## src/rtl/i2c_wb_cmd_seq.sv

```systemverilog
// Wishbone command sequencer for the IICMB I2C core: runs one write transfer
// (bus select, START, address, data bytes, STOP) from a request and a byte FIFO.
module i2c_wb_cmd_seq #(
  parameter int WB_ADDR_WIDTH = 2,
  parameter int WB_DATA_WIDTH = 8,
  parameter int FIFO_DEPTH    = 4,
  parameter int IRQ_TIMEOUT   = 1024
) (
  input  logic                     clk_i,
  input  logic                     rst_i,
  input  logic                     req_valid_i,
  output logic                     req_ready_o,
  input  logic [3:0]               req_bus_i,
  input  logic [6:0]               req_addr_i,
  input  logic [2:0]               req_len_i,
  input  logic                     wdata_valid_i,
  input  logic [7:0]               wdata_i,
  output logic                     wdata_ready_o,
  output logic                     cyc_o,
  output logic                     stb_o,
  output logic                     we_o,
  output logic [WB_ADDR_WIDTH-1:0] adr_o,
  output logic [WB_DATA_WIDTH-1:0] dat_o,
  input  logic [WB_DATA_WIDTH-1:0] dat_i,
  input  logic                     ack_i,
  input  logic                     irq_i,
  output logic                     busy_o,
  output logic                     done_o,
  output logic                     err_o,
  output logic [1:0]               err_code_o
);

  localparam int PTR_W = (FIFO_DEPTH > 1) ? $clog2(FIFO_DEPTH) : 1;
  localparam int CNT_W = $clog2(FIFO_DEPTH + 1);
  localparam int TMO_W = (IRQ_TIMEOUT > 1) ? $clog2(IRQ_TIMEOUT) : 1;

  localparam logic [TMO_W-1:0] TMO_LAST = TMO_W'(IRQ_TIMEOUT - 1);
  localparam logic [3:0]       LEN_MAX  = (FIFO_DEPTH > 7) ? 4'd7 : 4'(FIFO_DEPTH);

  localparam logic [WB_ADDR_WIDTH-1:0] ADR_CSR  = WB_ADDR_WIDTH'(0);
  localparam logic [WB_ADDR_WIDTH-1:0] ADR_DPR  = WB_ADDR_WIDTH'(1);
  localparam logic [WB_ADDR_WIDTH-1:0] ADR_CMDR = WB_ADDR_WIDTH'(2);

  localparam logic [7:0] CSR_ENABLE  = 8'hC0;
  localparam logic [7:0] CMD_SET_BUS = 8'h06;
  localparam logic [7:0] CMD_START   = 8'h04;
  localparam logic [7:0] CMD_WRITE   = 8'h01;
  localparam logic [7:0] CMD_STOP    = 8'h05;

  localparam logic [1:0] ERR_NONE = 2'd0;
  localparam logic [1:0] ERR_NAK  = 2'd1;
  localparam logic [1:0] ERR_CORE = 2'd2;
  localparam logic [1:0] ERR_TMO  = 2'd3;

  typedef enum logic [3:0] {
    INIT, IDLE, SET_BUS, START, ADDR, DATA, STOP, WAIT_IRQ, CHK, DONE
  } state_t;

  function automatic logic [3:0] sat_len(input logic [2:0] len);
    if (len == 3'd0) return 4'd1;
    if ({1'b0, len} > LEN_MAX) return LEN_MAX;
    return {1'b0, len};
  endfunction

  function automatic logic [PTR_W-1:0] ptr_inc(input logic [PTR_W-1:0] p);
    return (p == PTR_W'(FIFO_DEPTH - 1)) ? '0 : p + PTR_W'(1);
  endfunction

  function automatic logic [WB_DATA_WIDTH-1:0] wb_byte(input logic [7:0] b);
    return WB_DATA_WIDTH'(b);
  endfunction

  // Write-data FIFO
  logic [7:0]       mem_q [FIFO_DEPTH];
  logic [PTR_W-1:0] wr_ptr_q, rd_ptr_q;
  logic [CNT_W-1:0] count_q;
  logic             fifo_full, fifo_empty, fifo_push, fifo_pop, fifo_flush;

  assign fifo_full  = (count_q == CNT_W'(FIFO_DEPTH));
  assign fifo_empty = (count_q == '0);
  assign fifo_push  = wdata_valid_i & ~fifo_full;

  always_ff @(posedge clk_i) begin
    if (rst_i || fifo_flush) begin
      wr_ptr_q <= '0;
      rd_ptr_q <= '0;
      count_q  <= '0;
    end else begin
      if (fifo_push) wr_ptr_q <= ptr_inc(wr_ptr_q);
      if (fifo_pop)  rd_ptr_q <= ptr_inc(rd_ptr_q);
      case ({fifo_push, fifo_pop})
        2'b10:   count_q <= count_q + CNT_W'(1);
        2'b01:   count_q <= count_q - CNT_W'(1);
        default: count_q <= count_q;
      endcase
    end
  end

  always_ff @(posedge clk_i) begin
    if (fifo_push) mem_q[wr_ptr_q] <= wdata_i;
  end

  // Sequencer state and Wishbone master registers
  state_t                   state_q, state_d, next_q, next_d;
  logic                     step_q, step_d;
  logic [3:0]               bus_q, bus_d;
  logic [6:0]               addr_q, addr_d;
  logic [3:0]               left_q, left_d;
  logic [1:0]               err_q, err_d;
  logic [TMO_W-1:0]         tmo_q, tmo_d;
  logic                     cyc_q, cyc_d, we_q, we_d;
  logic [WB_ADDR_WIDTH-1:0] adr_q, adr_d;
  logic [WB_DATA_WIDTH-1:0] dat_q, dat_d;

  logic                     wb_done;
  logic                     req_go, req_we;
  logic [WB_ADDR_WIDTH-1:0] req_adr;
  logic [WB_DATA_WIDTH-1:0] req_dat;
  logic                     to_wait;
  state_t                   wait_next;
  logic                     unused_dat;

  assign wb_done    = cyc_q & ack_i;
  assign unused_dat = ^dat_i;

  always_ff @(posedge clk_i) begin
    if (rst_i) begin
      state_q <= INIT;
      step_q  <= 1'b0;
      err_q   <= ERR_NONE;
      cyc_q   <= 1'b0;
      we_q    <= 1'b0;
      adr_q   <= '0;
      dat_q   <= '0;
    end else begin
      state_q <= state_d;
      step_q  <= step_d;
      err_q   <= err_d;
      cyc_q   <= cyc_d;
      we_q    <= we_d;
      adr_q   <= adr_d;
      dat_q   <= dat_d;
    end
  end

  always_ff @(posedge clk_i) begin
    next_q <= next_d;
    bus_q  <= bus_d;
    addr_q <= addr_d;
    left_q <= left_d;
    tmo_q  <= tmo_d;
  end

  always_comb begin
    state_d    = state_q;
    next_d     = next_q;
    step_d     = step_q;
    bus_d      = bus_q;
    addr_d     = addr_q;
    left_d     = left_q;
    err_d      = err_q;
    tmo_d      = tmo_q;
    cyc_d      = cyc_q;
    we_d       = we_q;
    adr_d      = adr_q;
    dat_d      = dat_q;
    req_go     = 1'b0;
    req_we     = 1'b1;
    req_adr    = ADR_CSR;
    req_dat    = '0;
    to_wait    = 1'b0;
    wait_next  = IDLE;
    fifo_pop   = 1'b0;
    fifo_flush = 1'b0;

    case (state_q)
      INIT: begin
        req_go  = 1'b1;
        req_dat = wb_byte(CSR_ENABLE);
        if (wb_done) state_d = IDLE;
      end
      IDLE: begin
        if (req_valid_i) begin
          bus_d   = req_bus_i;
          addr_d  = req_addr_i;
          left_d  = sat_len(req_len_i);
          err_d   = ERR_NONE;
          step_d  = 1'b0;
          state_d = SET_BUS;
        end
      end
      SET_BUS: begin
        req_go = 1'b1;
        if (!step_q) begin
          req_adr = ADR_DPR;
          req_dat = wb_byte({4'd0, bus_q});
          if (wb_done) step_d = 1'b1;
        end else begin
          req_adr   = ADR_CMDR;
          req_dat   = wb_byte(CMD_SET_BUS);
          to_wait   = wb_done;
          wait_next = START;
        end
      end
      START: begin
        req_go    = 1'b1;
        req_adr   = ADR_CMDR;
        req_dat   = wb_byte(CMD_START);
        to_wait   = wb_done;
        wait_next = ADDR;
      end
      ADDR: begin
        req_go = 1'b1;
        if (!step_q) begin
          req_adr = ADR_DPR;
          req_dat = wb_byte({addr_q, 1'b0});
          if (wb_done) step_d = 1'b1;
        end else begin
          req_adr   = ADR_CMDR;
          req_dat   = wb_byte(CMD_WRITE);
          to_wait   = wb_done;
          wait_next = DATA;
        end
      end
      DATA: begin
        // An empty FIFO simply stalls here before the DPR write is launched.
        if (!step_q) begin
          req_go  = ~fifo_empty;
          req_adr = ADR_DPR;
          req_dat = wb_byte(mem_q[rd_ptr_q]);
          if (wb_done) begin
            fifo_pop = 1'b1;
            step_d   = 1'b1;
          end
        end else begin
          req_go    = 1'b1;
          req_adr   = ADR_CMDR;
          req_dat   = wb_byte(CMD_WRITE);
          to_wait   = wb_done;
          wait_next = (left_q == 4'd1) ? STOP : DATA;
          if (wb_done) left_d = left_q - 4'd1;
        end
      end
      STOP: begin
        req_go    = 1'b1;
        req_adr   = ADR_CMDR;
        req_dat   = wb_byte(CMD_STOP);
        to_wait   = wb_done;
        wait_next = DONE;
      end
      WAIT_IRQ: begin
        if (irq_i) begin
          state_d = CHK;
        end else if (tmo_q == TMO_LAST) begin
          err_d   = ERR_TMO;
          state_d = DONE;
        end else begin
          tmo_d = tmo_q + TMO_W'(1);
        end
      end
      CHK: begin
        req_go  = 1'b1;
        req_we  = 1'b0;
        req_adr = ADR_CMDR;
        if (wb_done) begin
          if (dat_i[7]) begin
            state_d = next_q;
          end else if (dat_i[6]) begin
            // A NAK still gets a STOP on the bus unless the STOP itself failed.
            err_d   = ERR_NAK;
            state_d = (next_q == DONE) ? DONE : STOP;
          end else begin
            err_d   = ERR_CORE;
            state_d = DONE;
          end
        end
      end
      DONE: begin
        fifo_flush = (err_q != ERR_NONE);
        state_d    = IDLE;
      end
      default: state_d = INIT;
    endcase

    if (to_wait) begin
      state_d = WAIT_IRQ;
      next_d  = wait_next;
      tmo_d   = '0;
      step_d  = 1'b0;
    end

    if (wb_done) begin
      cyc_d = 1'b0;
      we_d  = 1'b0;
    end else if (req_go && !cyc_q) begin
      cyc_d = 1'b1;
      we_d  = req_we;
      adr_d = req_adr;
      dat_d = req_dat;
    end
  end

  assign cyc_o         = cyc_q & ~rst_i;
  assign stb_o         = cyc_q & ~rst_i;
  assign we_o          = we_q & ~rst_i;
  assign adr_o         = rst_i ? '0 : adr_q;
  assign dat_o         = rst_i ? '0 : dat_q;
  assign req_ready_o   = ~rst_i & (state_q == IDLE);
  assign busy_o        = ~rst_i & (state_q != IDLE);
  assign done_o        = ~rst_i & (state_q == DONE);
  assign err_o         = done_o & (err_q != ERR_NONE);
  assign err_code_o    = rst_i ? ERR_NONE : err_q;
  assign wdata_ready_o = rst_i | ~fifo_full;

endmodule

```

## config.mk

```make
export PLATFORM = sky130hd
export DESIGN_NAME = i2c_wb_cmd_seq
export DESIGN_NICKNAME = d
export VERILOG_FILES = /design/src/rtl/i2c_wb_cmd_seq.sv
export SDC_FILE = /design/constraint.sdc
export NUM_CORES = 1
export LEC_CHECK = 0
export CORE_ASPECT_RATIO = 1.2
export CORE_UTILIZATION = 50
export CTS_CLUSTER_DIAMETER = 80
export DETAILED_ROUTE_END_ITERATION = 8
export GPL_ROUTABILITY_DRIVEN = 0
export PLACE_DENSITY = 0.84
export SLEW_MARGIN = 20
export SYNTH_ARGS = -nofsm -noshare
export SYNTH_HDL_FRONTEND = slang
export SYNTH_SLANG_ARGS = --single-unit
```

## constraint.sdc

```tcl
create_clock -name clk_i -period 3.74 [get_ports clk_i]
set_clock_uncertainty 0.05 [all_clocks]
set_input_delay 0.748 -clock clk_i [delete_from_list [all_inputs] [get_ports clk_i]]
set_output_delay 0.748 -clock clk_i [all_outputs]
set_load 0.01 [all_outputs]
```

==> out/metrics.cfg, run 1 <==
[drt]
dr_total_vias=2977
firstDrtPassIters=4
postRouteAntennaNets=0
detail_route.wl_per_cell_um=16.2
drc_errors=0
drtIter0Drc=198
drt_wl_total_mm=8.38
viasPerCell=5.74

[clock_tree]
clk_latency_ns=0.37
clkSlewWorstSetupHoldPaths_ns=0.11
tritoncts=done
numCtsBuffers=9
ctsHtreeMaxLevel=3
cts_resized=0
cts.sinks=89
cts_setup_buffers=0
cts_root_buffer=clkbuf_8
clockBufferDepth=2
holdBufCountCts=0

[final_layout]
synthToLayoutAreaGrowth_pct=18.5
final_util=0.611
diodes=0
filler_cell_count=650
drive_above_1_share=0.0943
final_cells=519
stdcell_area_um2=4950
register_area_um2=2290
multiInputGateArea_um2=1750
nets=465

[logic_synthesis]
syn-num-nets=418
ys_seq_area_frac=0.548
ys.flop_type=edfxtp_1
syn_area_um2=4180
synth_edf_count=51
synth_cell_types=65
ys_async_sr_fraction=0
synth_cells=372
netlist.area_leader.share=0.366
syn_avg_cell_area_um2=11.2
synth_top_area_cell=edfxtp_1
synth_area_leaders=edfxtp_1, dfxtp_1, nor2_1
ys_ff_latch=89
yosysWarnings=0

[worst_setup_path]
critPathLaunchType=flip-flop
crit_family=buffers and inverters
worst_setup_path_end_kind=primary output
max_stage_delay_ns=0.72
cp_cell_sequence=inv_1, and3_1, nor2_1, clkdlybuf4s50_1
cp.arrival_ns=2.37
cp.required_ns=2.94
cp.depth=4
crit_fanout=18
reg2reg_depth=10
crit_path_top_delay_cell=dfxtp_1
cp_num_buf_inv=2
critPathKind=reg -> out

[timing]
finalSetupViolations=0
slew_viol_final=0
rsz0062_at_grt=no
fin_crit_sh=0.846
max_slew_margin=0.507
final.setup.tns_ns=0
worst-slew-pin-transition_ns=0.739
period_minus_slack_ns=3.16
max_freq_mhz=316
finalHoldViolCount=0

[pwr]
p_switching_uw=1050
ir_drop_uv=317
swShare=0.358
total_leakage_power_uw=0.00175
internal_power_uw=1880
power_uw=2930
seqPwrFrac=0.447
p_per_area_nw_per_um2=592
p_comb_frac=0.328
pwr-share-clk=0.225

[worst_hold_path]
hold_path_class=reg -> reg
hold_depth=2

[floorplan]
core_um2=8110
fp.dieArea_um2=8740
start_util=0.516
fp.dieW_um=85.5
ios=56
die_y_um=102
rows=36

[grt]
grt_pass1_wl_mm=13.6
grt-ovfl-total=0
track_usage=0.205
grt_antenna_before_repair=0
grt_pass1_vias=3008
grt_max_degree=32

[place]
dp_hpwl_mm=6.16
dp.cells=503
place_area_um2=4750
numPortBuffers=49

[flow_run]
maxCapViolations=0

[run_status]
status=complete, no violations

## sequential cells by signal, summed over array words and instances (netlist names), named ones only
register  count
we_q          1
left_q        4
rd_ptr_q      2
addr_q        7
err_q         2
dat_q         8
bus_q         4
next_q        4
adr_q         2
step_q        1
count_q       3
tmo_q        10
state_q       4
cyc_q         1
mem_q        32
wr_ptr_q      2
## logic make-up after synthesis
family          after synthesis  share of synthesized area
buf+inv                      34                     0.0344
fa+ha+maj                    10                     0.0317
flops                        89                      0.548
mux                          15                     0.0601
compound gates               60                      0.102
xor+xnor                     15                     0.0314
simple gates                149                      0.192
## tightest hold or removal path, stage by stage (launching register included)
cell      delay, ns
dfxtp_1        0.32
nor2_1         0.09
a211oi_1       0.05
## cell usage in the layout (no fill, tap or decap), types with 3 or more instances in the layout
cell type	instances
o21ai_0	7
buf_4	6
nor2b_1	16
a22oi_1	4
a211oi_1	13
nand2_1	16
mux2i_1	6
nand3b_1	5
nor2_1	53
a21oi_1	13
nand3_1	7
xor2_1	10
inv_1	15
edfxtp_1	51
mux4_2	8
nor3_1	12
nor4b_1	3
and3_1	6
dfxtp_1	38
clkdlybuf4s50_1	49
nand2b_1	4
clkbuf_8	9
xnor2_1	5
and2_1	7
ha_1	9
## per-layer routing
metal	track usage	share of wire	up-vias
met1	0.233	0.41	1412
li1	-	-	1447
met2	0.358	0.51	98
met5	0	0	-
met4	0.100	0.025	0
met3	0.0557	0.057	20
## through the flow
step | hold WS (ns) | setup slack, ns
floorplan | 0.402 | 1.29
detailed placement | 0.436 | 0.624
CTS | 0.454 | 0.614
global placement | 0.418 | 0.652
global route | 0.472 | 0.441
finish | 0.453 | 0.576
## Yosys cell counts (2+ instances only)
cell       n
mux4_2     8
a22oi_1    4
dfxtp_1   38
ha_1       9
mux2i_1    6
or4_1      2
buf_2      7
a21oi_1   13
nor4b_1    3
a211oi_1  13
and3_1     6
and2_1     7
buf_1      4
nand3b_1   5
nor2b_1   16
xnor2_1    5
clkbuf_1   6
buf_4      2
o32ai_1    2
xor2_1    10
nand3_1    7
o211ai_1   2
nor3_1    12
nand2b_1   4
nor2_1    53
nand4_1    2
nand2_1   16
inv_1     15
a21o_1     2
or3_1      2
o21ai_0    7
edfxtp_1  51
## area by class of cell
class / instances / area share
repair buffers: 55 / 0.108
well taps: 95 / 0.0240
clock buffers: 9 / 0.0250
clock inverters: 7 / 0.0164
flip-flops and latches: 89 / 0.463
multi-input cells: 249 / 0.353
inverters: 15 / 0.0114
## final timing paths
| path | startpoint | endpoint | slack (ns) |
|---|---|---|---|
| max | state_q[3]$_SDFFE_PP0P_ | busy_o | 0.58 |
| min | dat_q[5]$_SDFFE_PP0P_ | dat_q[5]$_SDFFE_PP0P_ | 0.45 |
| max reg2reg | state_q[1]$_SDFFE_PP0P_ | count_q[2]$_SDFFE_PP0P_ | 0.86 |
| min reg2reg | dat_q[5]$_SDFFE_PP0P_ | dat_q[5]$_SDFFE_PP0P_ | 0.45 |
## power by group through the flow
stage	registers, uW	logic [uW]	clock network (uW)
2_1_floorplan	1250	764	0
3_3_place_gp	1320	930	0
3_5_place_dp	1330	956	0
4_1_cts	1310	962	671
5_1_grt	1330	1070	711
6_report	1310	962	661
No activity file was read; power rests on OpenSTA's default activity.
==> inputs of run 2 (changes only) <==
--- a/config.mk
+++ b/config.mk
@@ -10,7 +10,7 @@
 export CTS_CLUSTER_DIAMETER = 80
 export DETAILED_ROUTE_END_ITERATION = 8
 export GPL_ROUTABILITY_DRIVEN = 0
-export PLACE_DENSITY = 0.84
+export PLACE_DENSITY = 0.86
 export SLEW_MARGIN = 20
 export SYNTH_ARGS = -nofsm -noshare
 export SYNTH_HDL_FRONTEND = slang
==> constraint.sdc (replaced) <==
create_clock -name clk_i -period 2.9 [get_ports clk_i]
set_clock_uncertainty 0.05 [all_clocks]
set_input_delay 0.58 -clock clk_i [delete_from_list [all_inputs] [get_ports clk_i]]
set_output_delay 0.58 -clock clk_i [all_outputs]
set_load 0.01 [all_outputs]
==> out/metrics.cfg, run 2 (synthesized netlist as in run 1, its figures left out) <==
[worst_hold_path]
hold_depth=2  ; unchanged
hold_end=dat_q[6]$_SDFFE_PP0P_  ; was dat_q[5]$_SDFFE_PP0P_
hold_path_class=reg -> reg  ; unchanged
hp-start=dat_q[6]$_SDFFE_PP0P_  ; was dat_q[5]$_SDFFE_PP0P_

[grt]
grt_antenna_before_repair=0  ; unchanged
track_usage=0.208  ; was 0.205
grt_pass1_wl_mm=13.9  ; was 13.6 mm
grt_pass1_vias=2930  ; was 3008
grt_max_degree=20  ; was 32
grt-ovfl-total=0  ; unchanged

[final_layout]
multiInputGateArea_um2=1750  ; unchanged
diodes=0  ; unchanged
layout_commonest_cell=nor2_1  ; unchanged
register_area_um2=2290  ; about the same
layout_common_cells=nor2_1, edfxtp_1, clkdlybuf4s50_1  ; unchanged
reg_top3=mem_q (32), tmo_q (10), dat_q (8)  ; unchanged
largest_reg_flops=32  ; unchanged
synthToLayoutAreaGrowth_pct=19.7  ; was 18.5%
filler_cell_count=618  ; was 650
nets=472  ; was 465
regMostFlops=mem_q  ; unchanged
drive_above_1_share=0.111  ; was 0.0943

[worst_setup_path]
r2r_start=state_q[2]$_SDFFE_PP0P_  ; was state_q[1]$_SDFFE_PP0P_
critPathLaunchType=flip-flop  ; unchanged
reg2reg_slack_ns=0.21  ; was 0.86 ns
reg2reg_depth=10  ; unchanged
worst_setup_path_end_kind=primary output  ; unchanged
cp.required_ns=2.27  ; was 2.94 ns
critPathKind=reg -> out  ; unchanged
worst_r2r_endpoint=count_q[2]$_SDFFE_PP0P_  ; unchanged
cp.arrival_ns=2.11  ; was 2.37 ns
crit_fanout=10  ; was 18

[timing]
finalHoldViolCount=0  ; unchanged
slew_viol_final=0  ; unchanged
rsz0062_at_grt=no  ; unchanged
worst-slew-pin-transition_ns=0.564  ; was 0.739 ns
max_slew_margin=0.623  ; was 0.507
period_minus_slack_ns=2.74
holdWs_ns=0.451  ; was 0.453 ns
fin_crit_sh=0.946
final.setup.tns_ns=0  ; unchanged
max_freq_mhz=364
finalSetupViolations=0  ; unchanged

[drt]
drt_wl_total_mm=8.41  ; was 8.38 mm
drtIter0Drc=266  ; was 198
detail_route.wl_per_cell_um=16.0  ; was 16.2 um
viasPerCell=5.73  ; was 5.74
dr_total_vias=3015  ; was 2977
postRouteAntennaNets=0  ; unchanged
firstDrtPassIters=5  ; was 4
drc_errors=0  ; unchanged

[floorplan]
fp.dieW_um=85.5  ; unchanged
fp.dieArea_um2=8740  ; unchanged
start_util=0.516  ; unchanged
rows=36  ; unchanged
ios=56  ; unchanged
die_y_um=102  ; unchanged
core_um2=8110  ; unchanged

[clock_tree]
cts_root_buffer=clkbuf_8  ; unchanged
tritoncts=done  ; unchanged
clockBufferDepth=2  ; unchanged
cts.sinks=89  ; unchanged
cts_setup_buffers=0  ; unchanged
ctsHtreeMaxLevel=3  ; unchanged
clk_latency_ns=0.36  ; was 0.37 ns
clkSlewWorstSetupHoldPaths_ns=0.10  ; was 0.11 ns
numCtsBuffers=9  ; unchanged

[run_status]
status=complete, no violations  ; unchanged

[pwr]
ir_drop_uv=504  ; was 317 uV
p_comb_frac=0.340  ; was 0.328
p_switching_uw=1370  ; was 1050 uW
total_leakage_power_uw=0.00178  ; was 0.00175 uW
seqPwrFrac=0.436  ; was 0.447
p_per_area_nw_per_um2=764  ; was 592 nW/um^2
pwr-share-clk=0.223  ; was 0.225
internal_power_uw=2450  ; was 1880 uW
swShare=0.359  ; was 0.358

[place]
numPortBuffers=49  ; unchanged
dp_hpwl_mm=6.04  ; was 6.16 mm

[flow_run]
maxCapViolations=0  ; unchanged

-- run 2: power groups by stage --
stage | combinational (uW) | sequential [uW] | clock (uW)
after floorplan | 986 | 1610 | 0
after global placement | 1250 | 1680 | 0
after detailed placement | 1290 | 1690 | 0
after CTS | 1290 | 1660 | 861
after global routing | 1450 | 1690 | 913
final | 1300 | 1670 | 854
-- run 2: routing by layer --
metal  routed length, um  GRT usage  vias to the layer above
met2                4330      0.355                      111
met4                 141     0.0885                        0
met1                3510      0.261                     1418
li1                    -          -                     1470
met3                 429     0.0388                       16
met5                   0          0                        -
-- run 2: through the flow --
stage | area, um^2 | util | instances | worst slack, ns | power, uW
floorplan | 4180 | - | 372 | 0.447 | 2600
finish | 5010 | 0.618 | 526 | 0.156 | 3830
global placement | 4800 | 0.592 | 510 | 0.135 | 2930
CTS | 5010 | 0.618 | 526 | 0.130 | 3820
detailed placement | 4800 | 0.592 | 510 | 0.0652 | 2980
global route | 5010 | 0.618 | 526 | 0.00244 | 4050
-- run 2: how the worst max path moves through the flow --
| stage | from | end | slack (ns) | cells past startpoint |
|---|---|---|---|---|
| floorplan | state_q[1]$_SDFFE_PP0P_ | count_q[2]$_SDFFE_PP0P_ | 0.45 | 11 |
| global placement | rst_i | dat_o[0] | 0.14 | 4 |
| detailed placement | ack_i | count_q[2]$_SDFFE_PP0P_ | 0.07 | 10 |
| CTS | state_q[0]$_SDFFE_PP0P_ | err_o | 0.13 | 4 |
| global route | state_q[3]$_SDFFE_PP0P_ | done_o | 0.002 | 3 |
| finish | state_q[3]$_SDFFE_PP0P_ | done_o | 0.16 | 3 |
-- run 2: critical path: stages, from the launching register on --
cell and delay (ns):
dfxtp_1 0.58, inv_1 0.24, nor4b_1 0.34, clkdlybuf4s50_1 0.60
-- run 2: area by class of cell --
class                           count  share of cell area
Tap cell                           95              0.0237
Sequential cell                    89               0.458
Timing Repair Buffer               62               0.117
Inverter                           15              0.0112
Clock inverter                      7              0.0162
Multi-Input combinational cell    249               0.349
Clock buffer                        9              0.0247
-- run 2: repair_timing --
item                                    CTS  global route
hold buffers                              0             0
gates resized for setup                   0             1
endpoints found under the setup margin    0             2
==> inputs of run 3 (changes only) <==
==> constraint.sdc (replaced) <==
create_clock -name clk_i -period 2.2 [get_ports clk_i]
set_clock_uncertainty 0.05 [all_clocks]
set_input_delay 0.44 -clock clk_i [delete_from_list [all_inputs] [get_ports clk_i]]
set_output_delay 0.44 -clock clk_i [all_outputs]
set_load 0.01 [all_outputs]
==> out/metrics.cfg, run 3 (synthesized netlist as in run 1, its figures left out) <==
[worst_setup_path]
reg2reg_depth=9  ; was 10
cp.arrival_ns=1.64  ; was 2.11 ns
max_stage_delay_ns=0.38  ; was 0.60 ns
worst_r2r_endpoint=count_q[1]$_SDFFE_PP0P_  ; was count_q[2]$_SDFFE_PP0P_
crit_path_top_delay_cell=dfxtp_4  ; was clkdlybuf4s50_1
cp_cell_sequence=buf_4, nor2b_2, buf_4, and3_4, nor2_1, dlygate4sd2_1  ; was inv_1, nor4b_1, clkdlybuf4s50_1
reg2reg_slack_ns=0.10  ; was 0.21 ns
critPathKind=reg -> out  ; unchanged
r2r_start=state_q[1]$_SDFFE_PP0P_  ; was state_q[2]$_SDFFE_PP0P_
worst_setup_path_end_kind=primary output  ; unchanged
critPathLaunchType=flip-flop  ; unchanged
critPathLaunch=state_q[1]$_SDFFE_PP0P_  ; was state_q[3]$_SDFFE_PP0P_
cp.required_ns=1.71  ; was 2.27 ns
crit_top_cell=buf_4
crit_fanout=7  ; was 10

[drt]
viasPerCell=5.69  ; was 5.73
drt_wl_total_mm=9.18  ; was 8.41 mm
drc_errors=0  ; unchanged
dr_total_vias=3151  ; was 3015
firstDrtPassIters=6  ; was 5
postRouteAntennaNets=0  ; unchanged
drtIter0Drc=201  ; was 266
detail_route.wl_per_cell_um=16.6  ; was 16.0 um

[timing]
worst-slew-pin-transition_ns=0.756  ; was 0.564 ns
slew_viol_final=0  ; unchanged
finalSetupViolations=0  ; unchanged
period_minus_slack_ns=2.13
setup_slack_ns=0.0682  ; was 0.156 ns
max_slew_margin=0.491  ; was 0.623
max_freq_mhz=469
holdWs_ns=0.452  ; was 0.451 ns
finalHoldViolCount=0  ; unchanged
fin_crit_sh=0.969

[grt]
grt_pass1_wl_mm=14.5  ; was 13.9 mm
grt_max_degree=20  ; unchanged
grt_antenna_before_repair=0  ; unchanged
grt-ovfl-total=0  ; unchanged
track_usage=0.221  ; was 0.208
grt_pass1_vias=3079  ; was 2930

[place]
numPortBuffers=49  ; unchanged
dp_hpwl_mm=6.71  ; was 6.04 mm
dp_worst_setup_slack_ns=-0.353  ; was 0.0652 ns

[worst_hold_path]
hold_depth=2  ; unchanged
hold_end=dat_q[4]$_SDFFE_PP0P_  ; was dat_q[6]$_SDFFE_PP0P_
hold_path_class=reg -> reg  ; unchanged
hp-start=dat_q[4]$_SDFFE_PP0P_  ; was dat_q[6]$_SDFFE_PP0P_

[clock_tree]
clk_latency_ns=0.37  ; was 0.36 ns
clkSlewWorstSetupHoldPaths_ns=0.11  ; was 0.10 ns
numCtsBuffers=9  ; unchanged
tritoncts=done  ; unchanged
ctsHtreeMaxLevel=3  ; unchanged
clockBufferDepth=2  ; unchanged
cts_root_buffer=clkbuf_8  ; unchanged
cts.sinks=89  ; unchanged
holdBufCountCts=0  ; unchanged

[floorplan]
die_y_um=102  ; unchanged
core_um2=8110  ; unchanged
fp.dieArea_um2=8740  ; unchanged
fp.dieW_um=85.5  ; unchanged
rows=36  ; unchanged
ios=56  ; unchanged
start_util=0.516  ; unchanged

[run_status]
status=complete, no violations  ; unchanged

[pwr]
total_leakage_power_uw=0.00202  ; was 0.00178 uW
p_per_area_nw_per_um2=1010  ; was 764 nW/um^2
ir_drop_uv=756  ; was 504 uV

[final_layout]
filler_cell_count=597  ; was 618
layout_commonest_cell=nor2_1  ; unchanged
nets=500  ; was 472
largest_reg_flops=32  ; unchanged
synthToLayoutAreaGrowth_pct=26.6  ; was 19.7%
reg_top3=mem_q (32), tmo_q (10), dat_q (8)  ; unchanged
layout_common_cells=nor2_1, edfxtp_1, buf_4  ; was nor2_1, edfxtp_1, clkdlybuf4s50_1
regMostFlops=mem_q  ; unchanged
register_area_um2=2300  ; was 2290 um^2
diodes=0  ; unchanged
multiInputGateArea_um2=1780  ; was 1750 um^2
drive_above_1_share=0.192  ; was 0.111

[flow_run]
maxCapViolations=0  ; unchanged

-- run 3: worst max path at each step --
stage | endpoint | cells after the start
6_report | busy_o | 6
3_3_place_gp | count_q[2]$_SDFFE_PP0P_ | 10
4_1_cts | count_q[2]$_SDFFE_PP0P_ | 10
5_1_grt | count_q[2]$_SDFFE_PP0P_ | 10
3_5_place_dp | count_q[2]$_SDFFE_PP0P_ | 10
2_1_floorplan | count_q[2]$_SDFFE_PP0P_ | 11
-- run 3: timing repair --
action | CTS | global route
pin swaps | 0 | 2
hold endpoints to repair | 0 | 0
gates resized for setup | 25 | 7
setup endpoints to repair | 19 | 2
setup buffers | 0 | 3
-- run 3: per-layer routing --
layer  track usage  vias up  wire length [um]
li1              -     1518                 -
met4        0.0987        0               325
met5             0        -                 0
met3        0.0493       33               509
met2         0.391      114              4680
met1         0.256     1486              3670
-- run 3: final cells by class --
type | instances | share of cell area
clock buffers | 9 | 0.0234
inverters | 15 | 0.0106
clock inverters | 7 | 0.0154
repair buffers | 90 | 0.157
multi-input cells | 249 | 0.337
well taps | 95 | 0.0224
flip-flops and latches | 89 | 0.434
-- run 3: per-stage QoR --
stage	cells	TNS [ns]	cell area, um^2	utilization	total power (uW)
5_1_grt	554	-0.00875	5300	0.653	5640
3_3_place_gp	535	-1.43	5060	0.624	4080
6_report	554	0	5300	0.653	5330
3_5_place_dp	535	-1.74	5060	0.624	4150
4_1_cts	551	0	5250	0.648	5260
2_1_floorplan	372	0	4220	-	3470
-- run 3: worst max-delay path, delay by kind of cell, from the launching register on --
| kind | cells | cell delay [ns] |
|---|---|---|
| buffers and inverters | 3 | 0.53 |
| DFF | 1 | 0.38 |
| and+or+nand+nor | 3 | 0.36 |
-- run 3: report_power, final --
group | internal, uW | switching [uW] | total [uW]
clock | 455 | 670 | 1130
combinational | 959 | 1080 | 2040
sequential | 2010 | 155 | 2160
total | 3420 | 1910 | 5330
